<file path="src/rtl/multi_timer.sv">
// Memory-mapped N-channel timer: per channel TH reload, TL counter, TCON control
// with prescaler/one-shot, W1C overflow flag, and a shared FLAG status word.
module multi_timer #(
    parameter int N_CH    = 2,
    parameter int WIDTH   = 32,
    parameter int PRESC_W = 8,
    localparam int ADDR_W = $clog2(N_CH) + 2
) (
    input  logic              clk,
    input  logic              reset,
    input  logic              MemWrite,
    input  logic [ADDR_W-1:0] address,
    input  logic [31:0]       write_data,
    output logic [31:0]       read_data,
    output logic [N_CH-1:0]   irq_vec,
    output logic              IRQ
);

    logic [31:0]          ch_idx;
    logic [N_CH-1:0]      flag_vec;
    logic [31:0]          stat_word;
    logic [N_CH:0][31:0]  rd_acc;
    logic                 unused_wd;

    generate
        if (ADDR_W > 2) begin : g_idx
            assign ch_idx = 32'(address[ADDR_W-1:2]);
        end else begin : g_idx_single
            assign ch_idx = '0;
        end
    endgenerate

    assign stat_word = 32'(flag_vec);
    assign rd_acc[0] = '0;
    // Absorbs write_data bits that no register field consumes.
    assign unused_wd = ^write_data;

    for (genvar c = 0; c < N_CH; c++) begin : g_ch
        logic [WIDTH-1:0]   th_q, th_d, tl_q, tl_d;
        logic [PRESC_W-1:0] presc_q, presc_d, pc_q, pc_d;
        logic               en_q, en_d, ie_q, ie_d, flag_q, flag_d, os_q, os_d;
        logic               sel, wr;
        logic [31:0]        tcon, rd;

        assign sel = (ch_idx == 32'(c));
        assign wr  = MemWrite && sel && (address[1:0] != 2'd3);

        // A bus write to this channel preempts the tick for that cycle.
        always_comb begin
            th_d    = th_q;
            tl_d    = tl_q;
            presc_d = presc_q;
            pc_d    = pc_q;
            en_d    = en_q;
            ie_d    = ie_q;
            flag_d  = flag_q;
            os_d    = os_q;
            if (wr) begin
                case (address[1:0])
                    2'd0: th_d = write_data[WIDTH-1:0];
                    2'd1: tl_d = write_data[WIDTH-1:0];
                    default: begin
                        en_d    = write_data[0];
                        ie_d    = write_data[1];
                        os_d    = write_data[3];
                        presc_d = write_data[8 +: PRESC_W];
                        pc_d    = '0;
                        if (write_data[2]) flag_d = 1'b0;
                    end
                endcase
            end else if (en_q) begin
                if (pc_q == presc_q) begin
                    pc_d = '0;
                    if (tl_q == '1) begin
                        tl_d   = th_q;
                        flag_d = 1'b1;
                        if (os_q) en_d = 1'b0;
                    end else begin
                        tl_d = tl_q + 1'b1;
                    end
                end else begin
                    pc_d = pc_q + 1'b1;
                end
            end else begin
                pc_d = '0;
            end
        end

        always_ff @(posedge clk or negedge reset) begin
            if (!reset) begin
                th_q    <= '0;
                tl_q    <= '0;
                presc_q <= '0;
                pc_q    <= '0;
                en_q    <= 1'b0;
                ie_q    <= 1'b0;
                flag_q  <= 1'b0;
                os_q    <= 1'b0;
            end else begin
                th_q    <= th_d;
                tl_q    <= tl_d;
                presc_q <= presc_d;
                pc_q    <= pc_d;
                en_q    <= en_d;
                ie_q    <= ie_d;
                flag_q  <= flag_d;
                os_q    <= os_d;
            end
        end

        always_comb begin
            tcon               = '0;
            tcon[0]            = en_q;
            tcon[1]            = ie_q;
            tcon[2]            = flag_q;
            tcon[3]            = os_q;
            tcon[8 +: PRESC_W] = presc_q;
        end

        always_comb begin
            rd = '0;
            if (sel) begin
                case (address[1:0])
                    2'd0:    rd = 32'(th_q);
                    2'd1:    rd = 32'(tl_q);
                    2'd2:    rd = tcon;
                    default: rd = stat_word;
                endcase
            end
        end

        assign rd_acc[c+1] = rd_acc[c] | rd;
        assign flag_vec[c] = flag_q;
        assign irq_vec[c]  = flag_q & ie_q;
    end

    assign read_data = rd_acc[N_CH];
    assign IRQ       = |irq_vec;

endmodule

</file>
<file path="config.mk">
export PLATFORM = sky130hd
export DESIGN_NAME = multi_timer
export DESIGN_NICKNAME = d
export VERILOG_FILES = /design/src/rtl/multi_timer.sv
export SDC_FILE = /design/constraint.sdc
export NUM_CORES = 1
export LEC_CHECK = 0
export CAP_MARGIN = 20
export CORE_ASPECT_RATIO = 1.1
export CORE_MARGIN = 1
export CORE_UTILIZATION = 38
export CTS_CLUSTER_SIZE = 30
export DETAILED_ROUTE_END_ITERATION = 8
export SLEW_MARGIN = 20
export SYNTH_ARGS = -nofsm -noshare
export SYNTH_HDL_FRONTEND = slang
export SYNTH_SLANG_ARGS = --single-unit
</file>
<file path="constraint.sdc">
create_clock -name clk -period 3.6 [get_ports clk]
set_input_delay 0.72 -clock clk [delete_from_list [all_inputs] [get_ports clk]]
set_output_delay 0.72 -clock clk [all_outputs]
set_load 0.01 [all_outputs]
</file>
# After elaboration in Yosys (flattened, before gate mapping)
# Cells that the tools add are included.
# Widths: inputs -> output; s select.
[op_classes] add_sub_neg=4 n_eq_ne=13 n_mux=41 bitwise=4 reduce_logical=22
[ops] cell="$mux 32" count=11
[ops] cell="$pmux 32 s3" count=2
[ops] cell="$add 32x1->32 const B" count=2
[ops] cell="$eq 32x32->1 const B" count=2
[ops] cell="$mux 8" count=7
[ops] cell="$logic_not 32->1" count=1
[ops] cell="$or 32x32->32" count=1
[ops] cell="$mux 1" count=21
[ops] cell="$add 8x1->8 const B" count=2
[ops] cell="$eq 8x8->1" count=2
[ops] cell="$reduce_bool 2->1" count=6
[ops] cell="$ne 2x2->1 const B" count=5
[ops] cell="$reduce_and 5->1" count=2
[ops] cell="$reduce_and 2->1" count=4
[ops] cell="$reduce_and 3->1" count=2
[ops] cell="$logic_and 1x1->1" count=4
[ops] cell="$ne 2x1->1 const B" count=2
[ops] cell="$reduce_or 2->1" count=2
[ops] cell="$and 1x1->1" count=2
[ops] cell="$eq 2x1->1 const B" count=1
[ops] cell="$eq 2x2->1 const B" count=1
[ops] cell="$logic_not 2->1" count=1
[ops] cell="$not 1->1" count=1
[word_totals] ff_bits=168 in_bits=38 out_inout_bits=35 word_cells=100

# Logic depth before layout (Yosys ltp)
[depth] ltp_word=5 mapped_depth=9 ltp_nobuf=7

# Worst setup path before layout
# Ideal clock, no wire load.
[synth_path] kind="input-to-output" from="in address[2]" to="out read_data[24]" arrival_ns=2.143 slack_ns=0.737 stages=4 path_buffers=2 cell_sequence="clkbuf_1 clkbuf_1 mux4_2 nor2b_1"
[synth_via] elab_chain_cells=3
[synth_rtl] element="start: declaration" line="12" text="input logic [ADDR_W-1:0] address,"
[synth_rtl] element="$logic_not 32->1" line="45" text="assign sel = (ch_idx == 32'(c));"
[synth_rtl] element="$mux 32" line="122" text="if (sel) begin"
[synth_rtl] element="$or 32x32->32 *" line="132" text="assign rd_acc[c+1] = rd_acc[c] | rd;"
[synth_rtl] element="end: declaration" line="14" text="output logic [31:0] read_data,"
# Mark *: on every way between the ends. The rest lies on a longest branch, timed or not.

# Final worst setup path
[layout_path] from="in address[1]" to="out read_data[10]"
[layout_via] elab_chain_cells=4
[layout_rtl] element="$eq 2x2->1 (tied with other cells)" line="123" text="case (address[1:0])"
[layout_rtl] element="$pmux 32 s3" line="123"
[layout_rtl] element="$mux 32" line="122"
[layout_rtl] element="$or 32x32->32 *" line="132"
# Marks and branches as above.

==> qor.txt <==
CORE AREA: 26220 sq um
max_cap viols: 0
max-slew violations: 0
commonest non-fill, non-tap cell in the layout: dfrtp_1
TritonCTS Buffers: 17
worst slew pin tran: 1.087 ns
starting density of the core: 38.79%
Synth async-reset ratio: 100.0%
clock skew: 0.01274 ns
Worst path slowest cell: clkdlybuf4s50_1
Fin Hold WS: 0.2945 ns
leading area contributor after synthesis: dfrtp_1
Post-CTS Resized: 0
prevailing post-synth register cell: dfrtp_1
via count: 9073
commonest cells after routing, fill and taps aside: dfrtp_1, a21oi_1, nor2_1, o21ai_0
CTS tree: yes
initial drt markers: 964
fmax: 319.6 MHz
Cell Count, Final, Fillers Out: 1515
Reg2Reg Depth: 7
crit path time final: 3.128 ns
syn nets: 1144
synthesized area per cell: 9.228 sq um
dpl cells: 1483
synthesized flop and latch total: 168
Die Y: 173.6 microns
fill cell count: 2583
sequential-to-total area share from yosys stat: 41.34%
first-pass iteration count of the detailed router: 5
Remaining Overflow, GRT: 0
WP buf/inv: 2
CP Capture Type: primary output
post-DP HPWL: 23.84 mm
clk slew on worst S/H paths: 0.07 ns
Worst EP required: 2.88 ns
hold_buf cts: 0
Layout Nets: 1192
die width: 158.0 microns
Levels on crit path: 7
YS warnings: 0
Max VDD drop: 0.3318 mV
slew margin rel.: 27.29%
CP startpoint kind: input pin
Row Count: 62
critical path class: input pin to primary output
Area Overhead vs Synth: 17.08%
WL per Instance: 21.81 microns
htree depth: 4
Pwr per Cell Area: 532.8 nW/um^2
ANT cells: 0
Detail Route Antenna Nets: 0
Root Driver: clkbuf_16
Worst Path Arrival: 2.41 ns
most used cell along the critical path: nor2_1
Final Hold Vio Count: 0
Core Util, Final: 45.41%
clk buf depth: 2
unrepaired setup endpoints after global routing: no
global-route wire length before repair: 52.27 mm
gpl congestion: 0.8838
setup TNS: 0 ns
vias per cell: 5.989
top-area cell type share of the netlist area: 41.34%
status: complete, no violations
vias in the first global route: 8743
# setup viols final: 0
Placed Area: 11350 sq um
LEAKAGE: 4.646 nW
proportion of layout cells with a drive suffix above 1: 15.99%
DRC: 0
synth unique cells: 64
final WL: 33.04 mm
crit path max fanout: 10
Die Footprint: 27420 sq um
clock sinks: 168
Final Cycle Share: 86.90%
# port buffers: 72
largest net degree at the start of global routing: 67
worst hold path class: input pin to async pin
Post-CTS Setup Bufs: 0
Syn Std Cell Area: 10170 sq um
post-route total power: 6.344 mW
io pins: 73
post-layout instance area: 11910 sq um
worst-skew pair later-pin latency: 0.44 ns
ranking of synthesized cells by area: dfrtp_1, mux2_2, a21oi_1
GRT Total Usage: 25.19%
setup ws final: 0.4715 ns
crit path cell chain: buf_2 -> or2_2 -> nor2_1 -> a221oi_1 -> nor2_1 -> a211oi_1 -> clkdlybuf4s50_1
Synth Instances: 1102
worst slack at placement: 0.4775 ns
EDFF count, synth: 0
antenna violations before repair: 0
CP max stage delay: 0.59 ns
delay-heaviest family, CP: buffers and inverters
-- power by group --
part | switching (mW) | internal (mW)
combinational | 0.773 | 0.809
sequential | 0.649 | 2.34
clock | 0.847 | 0.922
total | 2.27 | 4.08
-- routing by layer --
metal	wire length [microns]	vias up	track usage (%)
li1	-	4201	-
met1	14830	4488	35.84
met2	15410	317	38.77
met3	1787	67	3.525
met4	1010	0	9.375
met5	0	-	0
-- path summary, 6_finish.rpt --
check | startpoint | endpoint | slack, ns
worst max-delay path | address[1] | read_data[10] | 0.47
worst min-delay path | reset | g_ch[1].pc_q[4] | 0.29
worst max register to register | g_ch[1].tl_q[1] | g_ch[1].tl_q[11] | 0.50
worst min register to register | g_ch[0].th_q[30] | g_ch[0].th_q[30] | 0.54
max in group asynchronous | reset | g_ch[1].tl_q[2] | 2.52
min in group clk | g_ch[0].th_q[30] | g_ch[0].th_q[30] | 0.54
-- worst register-to-register path: cells and delay by family (launching register included) --
kind,cells,cell delay [ns]
flops,1,0.47
compound gates,2,0.42
fa+ha+maj,1,0.30
simple gates,4,1.79
-- logic make-up after synthesis --
kind of cell / share of synthesized area (%)
and+or+nand+nor: 17.14
AOI/OAI and AO/OA: 20.51
DFF: 41.34
muxes: 14.41
buffers and inverters: 4.220
xor gates and xnor gates: 1.895
adders and majority gates: 0.4921
-- layout make-up --
class                   instances  area (sq um)  share of cell area [%]
flip-flops and latches        168          4204                   35.31
well taps                     352         440.4                   3.699
clock inverters                13         112.6                  0.9458
repair buffers                102         994.7                   8.354
multi-input cells             827          5584                   46.90
clock buffers                  19         442.9                   3.720
inverters                      34         127.6                   1.072
-- synth_stat cells (3+ instances only) --
library cell,instances
a2bb2oi_1,14
clkbuf_1,55
nand4_1,26
nor3_1,28
or4_1,3
o211ai_1,19
a21oi_1,104
o22ai_1,10
mux4_2,20
a22o_1,6
buf_2,10
a211o_1,5
nand2b_1,7
xnor2_1,18
and3_1,13
a31oi_1,6
o31ai_1,5
a211oi_1,18
buf_1,5
mux2_2,75
nor4_1,4
or3_1,5
o21ai_0,94
xor2_1,4
nor2b_1,25
nand3_1,45
mux2i_1,17
nor2_1,99
o2bb2ai_1,4
and2_1,5
a31o_2,4
and4_1,4
o32ai_1,7
dfrtp_1,168
a221oi_1,15
o22a_1,5
a221o_1,3
inv_1,34
or2_2,6
nand2_1,75
o21a_1,3
ha_1,4
-- flip-flops by register name, summed over array words and instances, names as in the netlist --
signal        count
g_ch.flag_q       2
g_ch.presc_q     16
g_ch.pc_q        16
g_ch.os_q         2
g_ch.en_q         2
g_ch.ie_q         2
g_ch.tl_q        64
g_ch.th_q        64
Note: power is estimated with default switching activity, not from simulation.
